**config.mk**
```make
export PLATFORM = sky130hd
export DESIGN_NAME = mem_stage_flat
export DESIGN_NICKNAME = d
export VERILOG_FILES = /design/src/rtl/mem_stage_if.sv /design/src/rtl/mem_stage.sv /design/src/flat_wrapper.sv
export SDC_FILE = /design/constraint.sdc
export NUM_CORES = 1
export LEC_CHECK = 0
export ABC_AREA = 1
export ABC_CLOCK_PERIOD_IN_PS = 4200
export BUFFER_PORTS_ARGS = -buffer_cell sky130_fd_sc_hd__buf_2
export CAP_MARGIN = 20
export CORE_MARGIN = 2
export CORE_UTILIZATION = 42
export DETAILED_ROUTE_END_ITERATION = 8
export PLACE_DENSITY = 0.71
export SLEW_MARGIN = 20
export SYNTH_ARGS = -nofsm -noshare
export SYNTH_HDL_FRONTEND = slang
export SYNTH_SLANG_ARGS = --single-unit
```
**constraint.sdc**
```tcl
create_clock -name clk -period 4.2 [get_ports clk]
set_input_delay 0.63 -clock clk [delete_from_list [all_inputs] [get_ports clk]]
set_output_delay 0.63 -clock clk [all_outputs]
set_load 0.05 [all_outputs]
```
**src/rtl/mem_stage_if.sv**
```systemverilog
// Bundle of the EXU->MEM->WB handshake, SRAM read data and MEM->IDU forwarding signals.
// slave is the MEM stage itself; master is whatever surrounds it (EXU, WB, SRAM, IDU).
interface mem_stage_if;
    logic        EXU_to_MEM_valid;
    logic        MEM_allow_in;
    logic [31:0] EXU_pc_to_MEM;
    logic [31:0] EXU_inst_to_MEM;
    logic [31:0] EXU_result_to_MEM;
    logic [12:0] EXU_signals_pass_to_MEM;
    logic [31:0] data_sram_rdata;
    logic        WB_allow_in;
    logic        MEM_to_WB_valid;
    logic [31:0] MEM_pc_to_WB;
    logic [31:0] MEM_inst_to_WB;
    logic [31:0] MEM_final_result;
    logic [5:0]  MEM_signals_pass_to_WB;
    logic        MEM_to_IDU_gr_we;
    logic [4:0]  MEM_to_IDU_dest;
    logic        MEM_to_IDU_valid;
    logic [31:0] MEM_to_IDU_forward;

    modport slave (
        input  EXU_to_MEM_valid, EXU_pc_to_MEM, EXU_inst_to_MEM, EXU_result_to_MEM,
               EXU_signals_pass_to_MEM, data_sram_rdata, WB_allow_in,
        output MEM_allow_in, MEM_to_WB_valid, MEM_pc_to_WB, MEM_inst_to_WB,
               MEM_final_result, MEM_signals_pass_to_WB, MEM_to_IDU_gr_we,
               MEM_to_IDU_dest, MEM_to_IDU_valid, MEM_to_IDU_forward
    );

    modport master (
        output EXU_to_MEM_valid, EXU_pc_to_MEM, EXU_inst_to_MEM, EXU_result_to_MEM,
               EXU_signals_pass_to_MEM, data_sram_rdata, WB_allow_in,
        input  MEM_allow_in, MEM_to_WB_valid, MEM_pc_to_WB, MEM_inst_to_WB,
               MEM_final_result, MEM_signals_pass_to_WB, MEM_to_IDU_gr_we,
               MEM_to_IDU_dest, MEM_to_IDU_valid, MEM_to_IDU_forward
    );
endinterface

```
**src/rtl/mem_stage.sv**
```systemverilog
// MEM pipeline stage: registers the EXU payload, extends load data from the data SRAM,
// and freezes SRAM read data while WB stalls so a stalled load keeps its value.
module mem_stage #(
    parameter logic [31:0] RESET_PC = 32'h0000_0000
) (
    input  logic clk,
    input  logic resetn,
    mem_stage_if.slave bus
);

    typedef enum logic {LIVE, HELD} hold_state_e;

    hold_state_e state_q, state_d;
    logic        valid_q, valid_d;
    logic [31:0] pc_q;
    logic [31:0] inst_q;
    logic [31:0] result_q;
    logic [12:0] sig_q;
    logic [31:0] hold_q;

    logic        allow_in;
    logic        accept;
    logic        capture;
    logic [31:0] word_sel;
    logic [31:0] final_result;

    // sig_q layout: {res_from_mem[4:0], mem_offsets[1:0], gr_we, dest[4:0]}
    function automatic logic [31:0] load_extend(input logic [4:0]  rfm,
                                                input logic [1:0]  off,
                                                input logic [31:0] word,
                                                input logic [31:0] alu);
        logic [7:0]  b;
        logic [15:0] h;
        case (off)
            2'd0:    b = word[7:0];
            2'd1:    b = word[15:8];
            2'd2:    b = word[23:16];
            default: b = word[31:24];
        endcase
        h = off[1] ? word[31:16] : word[15:0];
        if (rfm[0])      load_extend = word;
        else if (rfm[1]) load_extend = {{16{h[15]}}, h};
        else if (rfm[2]) load_extend = {16'h0000, h};
        else if (rfm[3]) load_extend = {{24{b[7]}}, b};
        else if (rfm[4]) load_extend = {24'h000000, b};
        else             load_extend = alu;
    endfunction

    assign allow_in = !valid_q || bus.WB_allow_in;
    assign accept   = allow_in && bus.EXU_to_MEM_valid;
    // The SRAM output moves on once EXU issues its next address, so freeze it on the first stalled edge.
    assign capture  = (state_q == LIVE) && valid_q && !bus.WB_allow_in;

    always_comb begin
        state_d = state_q;
        valid_d = valid_q;
        if (allow_in) valid_d = bus.EXU_to_MEM_valid;
        case (state_q)
            LIVE: if (capture) state_d = HELD;
            HELD: if (accept || (valid_q && bus.WB_allow_in)) state_d = LIVE;
            default: state_d = LIVE;
        endcase
    end

    always_ff @(posedge clk or negedge resetn) begin
        if (!resetn) begin
            state_q <= LIVE;
            valid_q <= 1'b0;
        end else begin
            state_q <= state_d;
            valid_q <= valid_d;
        end
    end

    always_ff @(posedge clk or negedge resetn) begin
        if (!resetn) begin
            pc_q     <= RESET_PC;
            inst_q   <= 32'h0;
            result_q <= 32'h0;
            sig_q    <= 13'h0;
            hold_q   <= 32'h0;
        end else begin
            if (accept) begin
                pc_q     <= bus.EXU_pc_to_MEM;
                inst_q   <= bus.EXU_inst_to_MEM;
                result_q <= bus.EXU_result_to_MEM;
                sig_q    <= bus.EXU_signals_pass_to_MEM;
            end
            if (capture) hold_q <= bus.data_sram_rdata;
        end
    end

    assign word_sel     = (state_q == HELD) ? hold_q : bus.data_sram_rdata;
    assign final_result = load_extend(sig_q[12:8], sig_q[7:6], word_sel, result_q);

    assign bus.MEM_allow_in           = allow_in;
    assign bus.MEM_to_WB_valid        = valid_q;
    assign bus.MEM_pc_to_WB           = pc_q;
    assign bus.MEM_inst_to_WB         = inst_q;
    assign bus.MEM_final_result       = final_result;
    assign bus.MEM_signals_pass_to_WB = sig_q[5:0];
    assign bus.MEM_to_IDU_gr_we       = sig_q[5];
    assign bus.MEM_to_IDU_dest        = sig_q[4:0];
    assign bus.MEM_to_IDU_valid       = valid_q;
    assign bus.MEM_to_IDU_forward     = final_result;

endmodule

```
**src/flat_wrapper.sv**
```systemverilog
// flat-port wrapper written by rule: the top's interface ports become plain ports
module mem_stage_flat 
#(
    parameter logic [31:0] RESET_PC = 32'h0000_0000
)
  (clk, resetn, bus_EXU_to_MEM_valid, bus_EXU_pc_to_MEM, bus_EXU_inst_to_MEM, bus_EXU_result_to_MEM, bus_EXU_signals_pass_to_MEM, bus_data_sram_rdata, bus_WB_allow_in, bus_MEM_allow_in, bus_MEM_to_WB_valid, bus_MEM_pc_to_WB, bus_MEM_inst_to_WB, bus_MEM_final_result, bus_MEM_signals_pass_to_WB, bus_MEM_to_IDU_gr_we, bus_MEM_to_IDU_dest, bus_MEM_to_IDU_valid, bus_MEM_to_IDU_forward);
  mem_stage_if bus_i ();
  input  logic clk;
  input  logic resetn;
  input wire logic [$bits(bus_i.EXU_to_MEM_valid)-1:0] bus_EXU_to_MEM_valid;
  input wire logic [$bits(bus_i.EXU_pc_to_MEM)-1:0] bus_EXU_pc_to_MEM;
  input wire logic [$bits(bus_i.EXU_inst_to_MEM)-1:0] bus_EXU_inst_to_MEM;
  input wire logic [$bits(bus_i.EXU_result_to_MEM)-1:0] bus_EXU_result_to_MEM;
  input wire logic [$bits(bus_i.EXU_signals_pass_to_MEM)-1:0] bus_EXU_signals_pass_to_MEM;
  input wire logic [$bits(bus_i.data_sram_rdata)-1:0] bus_data_sram_rdata;
  input wire logic [$bits(bus_i.WB_allow_in)-1:0] bus_WB_allow_in;
  output wire logic [$bits(bus_i.MEM_allow_in)-1:0] bus_MEM_allow_in;
  output wire logic [$bits(bus_i.MEM_to_WB_valid)-1:0] bus_MEM_to_WB_valid;
  output wire logic [$bits(bus_i.MEM_pc_to_WB)-1:0] bus_MEM_pc_to_WB;
  output wire logic [$bits(bus_i.MEM_inst_to_WB)-1:0] bus_MEM_inst_to_WB;
  output wire logic [$bits(bus_i.MEM_final_result)-1:0] bus_MEM_final_result;
  output wire logic [$bits(bus_i.MEM_signals_pass_to_WB)-1:0] bus_MEM_signals_pass_to_WB;
  output wire logic [$bits(bus_i.MEM_to_IDU_gr_we)-1:0] bus_MEM_to_IDU_gr_we;
  output wire logic [$bits(bus_i.MEM_to_IDU_dest)-1:0] bus_MEM_to_IDU_dest;
  output wire logic [$bits(bus_i.MEM_to_IDU_valid)-1:0] bus_MEM_to_IDU_valid;
  output wire logic [$bits(bus_i.MEM_to_IDU_forward)-1:0] bus_MEM_to_IDU_forward;
  assign bus_i.EXU_to_MEM_valid = bus_EXU_to_MEM_valid;
  assign bus_i.EXU_pc_to_MEM = bus_EXU_pc_to_MEM;
  assign bus_i.EXU_inst_to_MEM = bus_EXU_inst_to_MEM;
  assign bus_i.EXU_result_to_MEM = bus_EXU_result_to_MEM;
  assign bus_i.EXU_signals_pass_to_MEM = bus_EXU_signals_pass_to_MEM;
  assign bus_i.data_sram_rdata = bus_data_sram_rdata;
  assign bus_i.WB_allow_in = bus_WB_allow_in;
  assign bus_MEM_allow_in = bus_i.MEM_allow_in;
  assign bus_MEM_to_WB_valid = bus_i.MEM_to_WB_valid;
  assign bus_MEM_pc_to_WB = bus_i.MEM_pc_to_WB;
  assign bus_MEM_inst_to_WB = bus_i.MEM_inst_to_WB;
  assign bus_MEM_final_result = bus_i.MEM_final_result;
  assign bus_MEM_signals_pass_to_WB = bus_i.MEM_signals_pass_to_WB;
  assign bus_MEM_to_IDU_gr_we = bus_i.MEM_to_IDU_gr_we;
  assign bus_MEM_to_IDU_dest = bus_i.MEM_to_IDU_dest;
  assign bus_MEM_to_IDU_valid = bus_i.MEM_to_IDU_valid;
  assign bus_MEM_to_IDU_forward = bus_i.MEM_to_IDU_forward;
  mem_stage #(.RESET_PC(RESET_PC)) u_core (.clk(clk), .resetn(resetn), .bus(bus_i));
endmodule
```
==> reports/results.ini <==
[power]
leakage_nw = 4.509
cellPowerDensity_nw_per_um2 = 597.7
irDropWorstVdd_mv = 0.3047

[logic_synthesis]
seq_area_frac_synth_pct = 49.68
synth_nets = 879
synthCells = 734
ys_warn_count = 0
synth_cell_types = 23
syn_area_um2 = 7203
syn_avg_cell_area_um2 = 9.814
synth_seq_cells = 143

[grt]
grt_pass1_vias = 5919
grt.overflow.total = 0
antenna_found_initial = 3
grt_max_degree = 75
grt_usage_pct = 21.71
grt_pass1_wl_um = 30460

[floorplan]
die_area_um2 = 18210
die_h_um = 135.0
core-area_um2 = 16700
die_w_um = 135.0
num_rows = 47
ioPinCount = 288
start_util_pct = 43.13

[critical_path]
critical_path_class = reg -> out
crit_path_start_kind = flip-flop
r2r_start = u_core.bus.MEM_to_IDU_valid
cp.required_ps = 3570
worstPathArrival_ps = 2910
crit_start = u_core.sig_q[7]
cp_max_fo = 25
crit_path_end_kind = primary output

[route]
vias_per_cell = 4.880
dr.pass1.iters = 5
wl_per_cell_um = 16.39
drt_wl_total_um = 19640
drc_errors = 0
vias = 5846
drtIter0Drc = 372
drtAntennaViolNets = 0

[cts]
cts_tree = done
numCtsBuffers = 17
clock_latency_ps = 410
cts_resized = 0
postCtsHoldBufs = 0
htreeDepth = 4
cts.path.max_buffers = 2
clock-root-buffer = clkbuf_16
clk_pin_slew_ps = 60
post_cts.repair.setup_buffers = 0
clock_sinks = 143

[place]
hpwlAfterDp_um = 14820
place_worst_setup_slack_ps = 1086
port_buffers = 287
gp_congestion = 0.9034

[cells_and_area]
area_growth_pct = 25.20
final_cell_mix = buf_2, nand2_1, dfrtp_1
fin_nets = 1108
final_common_cell = buf_2
fillCellCount = 1555
drive_gt1_share_pct = 48.05

[timing]
timing.slew.headroom_pct = 51.65
worstMarginPinSlew_ps = 724.4
max_freq_mhz = 282.3
tns_ps = 0
fin_skew_ps = 9.372
post-route-period-util_pct = 84.35
setup_slack_ps = 657.4
fin_crit_ps = 3543
grt_setup_unrepaired = no
hold_viol = 0
drv_slew = 0
setup_viol = 0

[min_path]
min-delay-path-class = in -> async

[flow_run]
maxCapViolCount = 0

[run_status]
outcome = finished, final reports clean

[cells in the mapped netlist]
library cell,instances,share of area (%)
buf_4,44,4.6
a21oi_1,23,1.6
buf_12,1,0.28
nand2_1,163,8.5
inv_6,1,0.12
a21oi_2,11,1.3
inv_2,1,0.052
o21ai_0,60,4.2
nand3_2,3,0.42
nor2_1,34,1.8
mux2_2,117,18
dfrtp_1,143,50
buf_2,19,1.3
nand3_1,13,0.90
buf_6,6,0.94
and2_1,7,0.61
clkbuf_1,15,0.78
nor2_2,3,0.26
o21ai_1,20,1.4
nand2_2,4,0.35
o31ai_1,1,0.10
nand2_4,2,0.31
inv_1,43,2.2
[cell families after synthesis]
group	synth area share, %
AOI/OAI and AO/OA	8.598
and+or+nand+nor	13.11
buffers and inverters	10.32
muxes	18.29
DFF	49.68
[path summary, 6_finish.rpt]
check,endpoint,slack [ps],cells after the start
worst max-delay path,bus_MEM_final_result[31],660,7
worst min-delay path,u_core.hold_q[25],220,1
worst max register to register,u_core.result_q[28],1980,4
worst min register to register,u_core.bus.MEM_pc_to_WB[31],500,1
max in group asynchronous,u_core.bus.MEM_pc_to_WB[7],2930,2
min in group clk,u_core.bus.MEM_inst_to_WB[2],440,2
[critical path, cell delays in order (launching register included)]
cell and delay, ps:
dfrtp_1 500, inv_1 560, nand3_2 200, nand3_1 110, nand2_1 50, inv_1 540
a21oi_1 240, buf_2 280
[area by class of cell]
cell class	count	area (um^2)	area share, %
Clock buffer	18	429.2	4.759
Clock inverter	14	147.6	1.637
Timing Repair Buffer	295	1515	16.80
Antenna cell	2	5.005	0.05549
Tap cell	220	275.3	3.052
Multi-Input combinational cell	461	2894	32.09
Inverter	45	173.9	1.928
Sequential cell	143	3578	39.68
[state kept, by name, indices dropped and copies added, names as in the netlist]
register / count
u_core.hold_q: 32
u_core.bus.MEM_to_IDU_valid: 1
u_core.bus.MEM_pc_to_WB: 32
u_core.bus.MEM_inst_to_WB: 32
u_core.sig_q: 13
u_core.state_q: 1
u_core.result_q: 32
[metal layers]
layer | global-route usage (%) | vias up | part of all wire, %
li1 | - | 2814 | -
met1 | 26.27 | 2748 | 40
met2 | 36.86 | 251 | 49
met3 | 7.207 | 29 | 8.0
met4 | 6.655 | 4 | 2.3
met5 | 0 | - | 0.097
[per-stage QoR]
stage                     util [%]  cell area, um^2  cells  hold slack [ps]  total power (W)
after floorplan                  -             7203    734            334.4         0.003540
after global placement       50.52             8437   1164            483.2         0.003921
after detailed placement     50.52             8437   1164            487.7         0.003946
after CTS                    53.97             9014   1196            248.2         0.005434
after global routing         53.99             9016   1197            270.1         0.005644
final                        54.00             9019   1198            221.9         0.005391
[power by group]
group,switching [W],total (W),internal (W)
combinational,0.00163,0.00218,0.000553
clock,0.000633,0.00147,0.000838
sequential,0.000122,0.00174,0.00162
total,0.00238,0.00539,0.00301
Note: power is estimated with default switching activity, not from simulation.
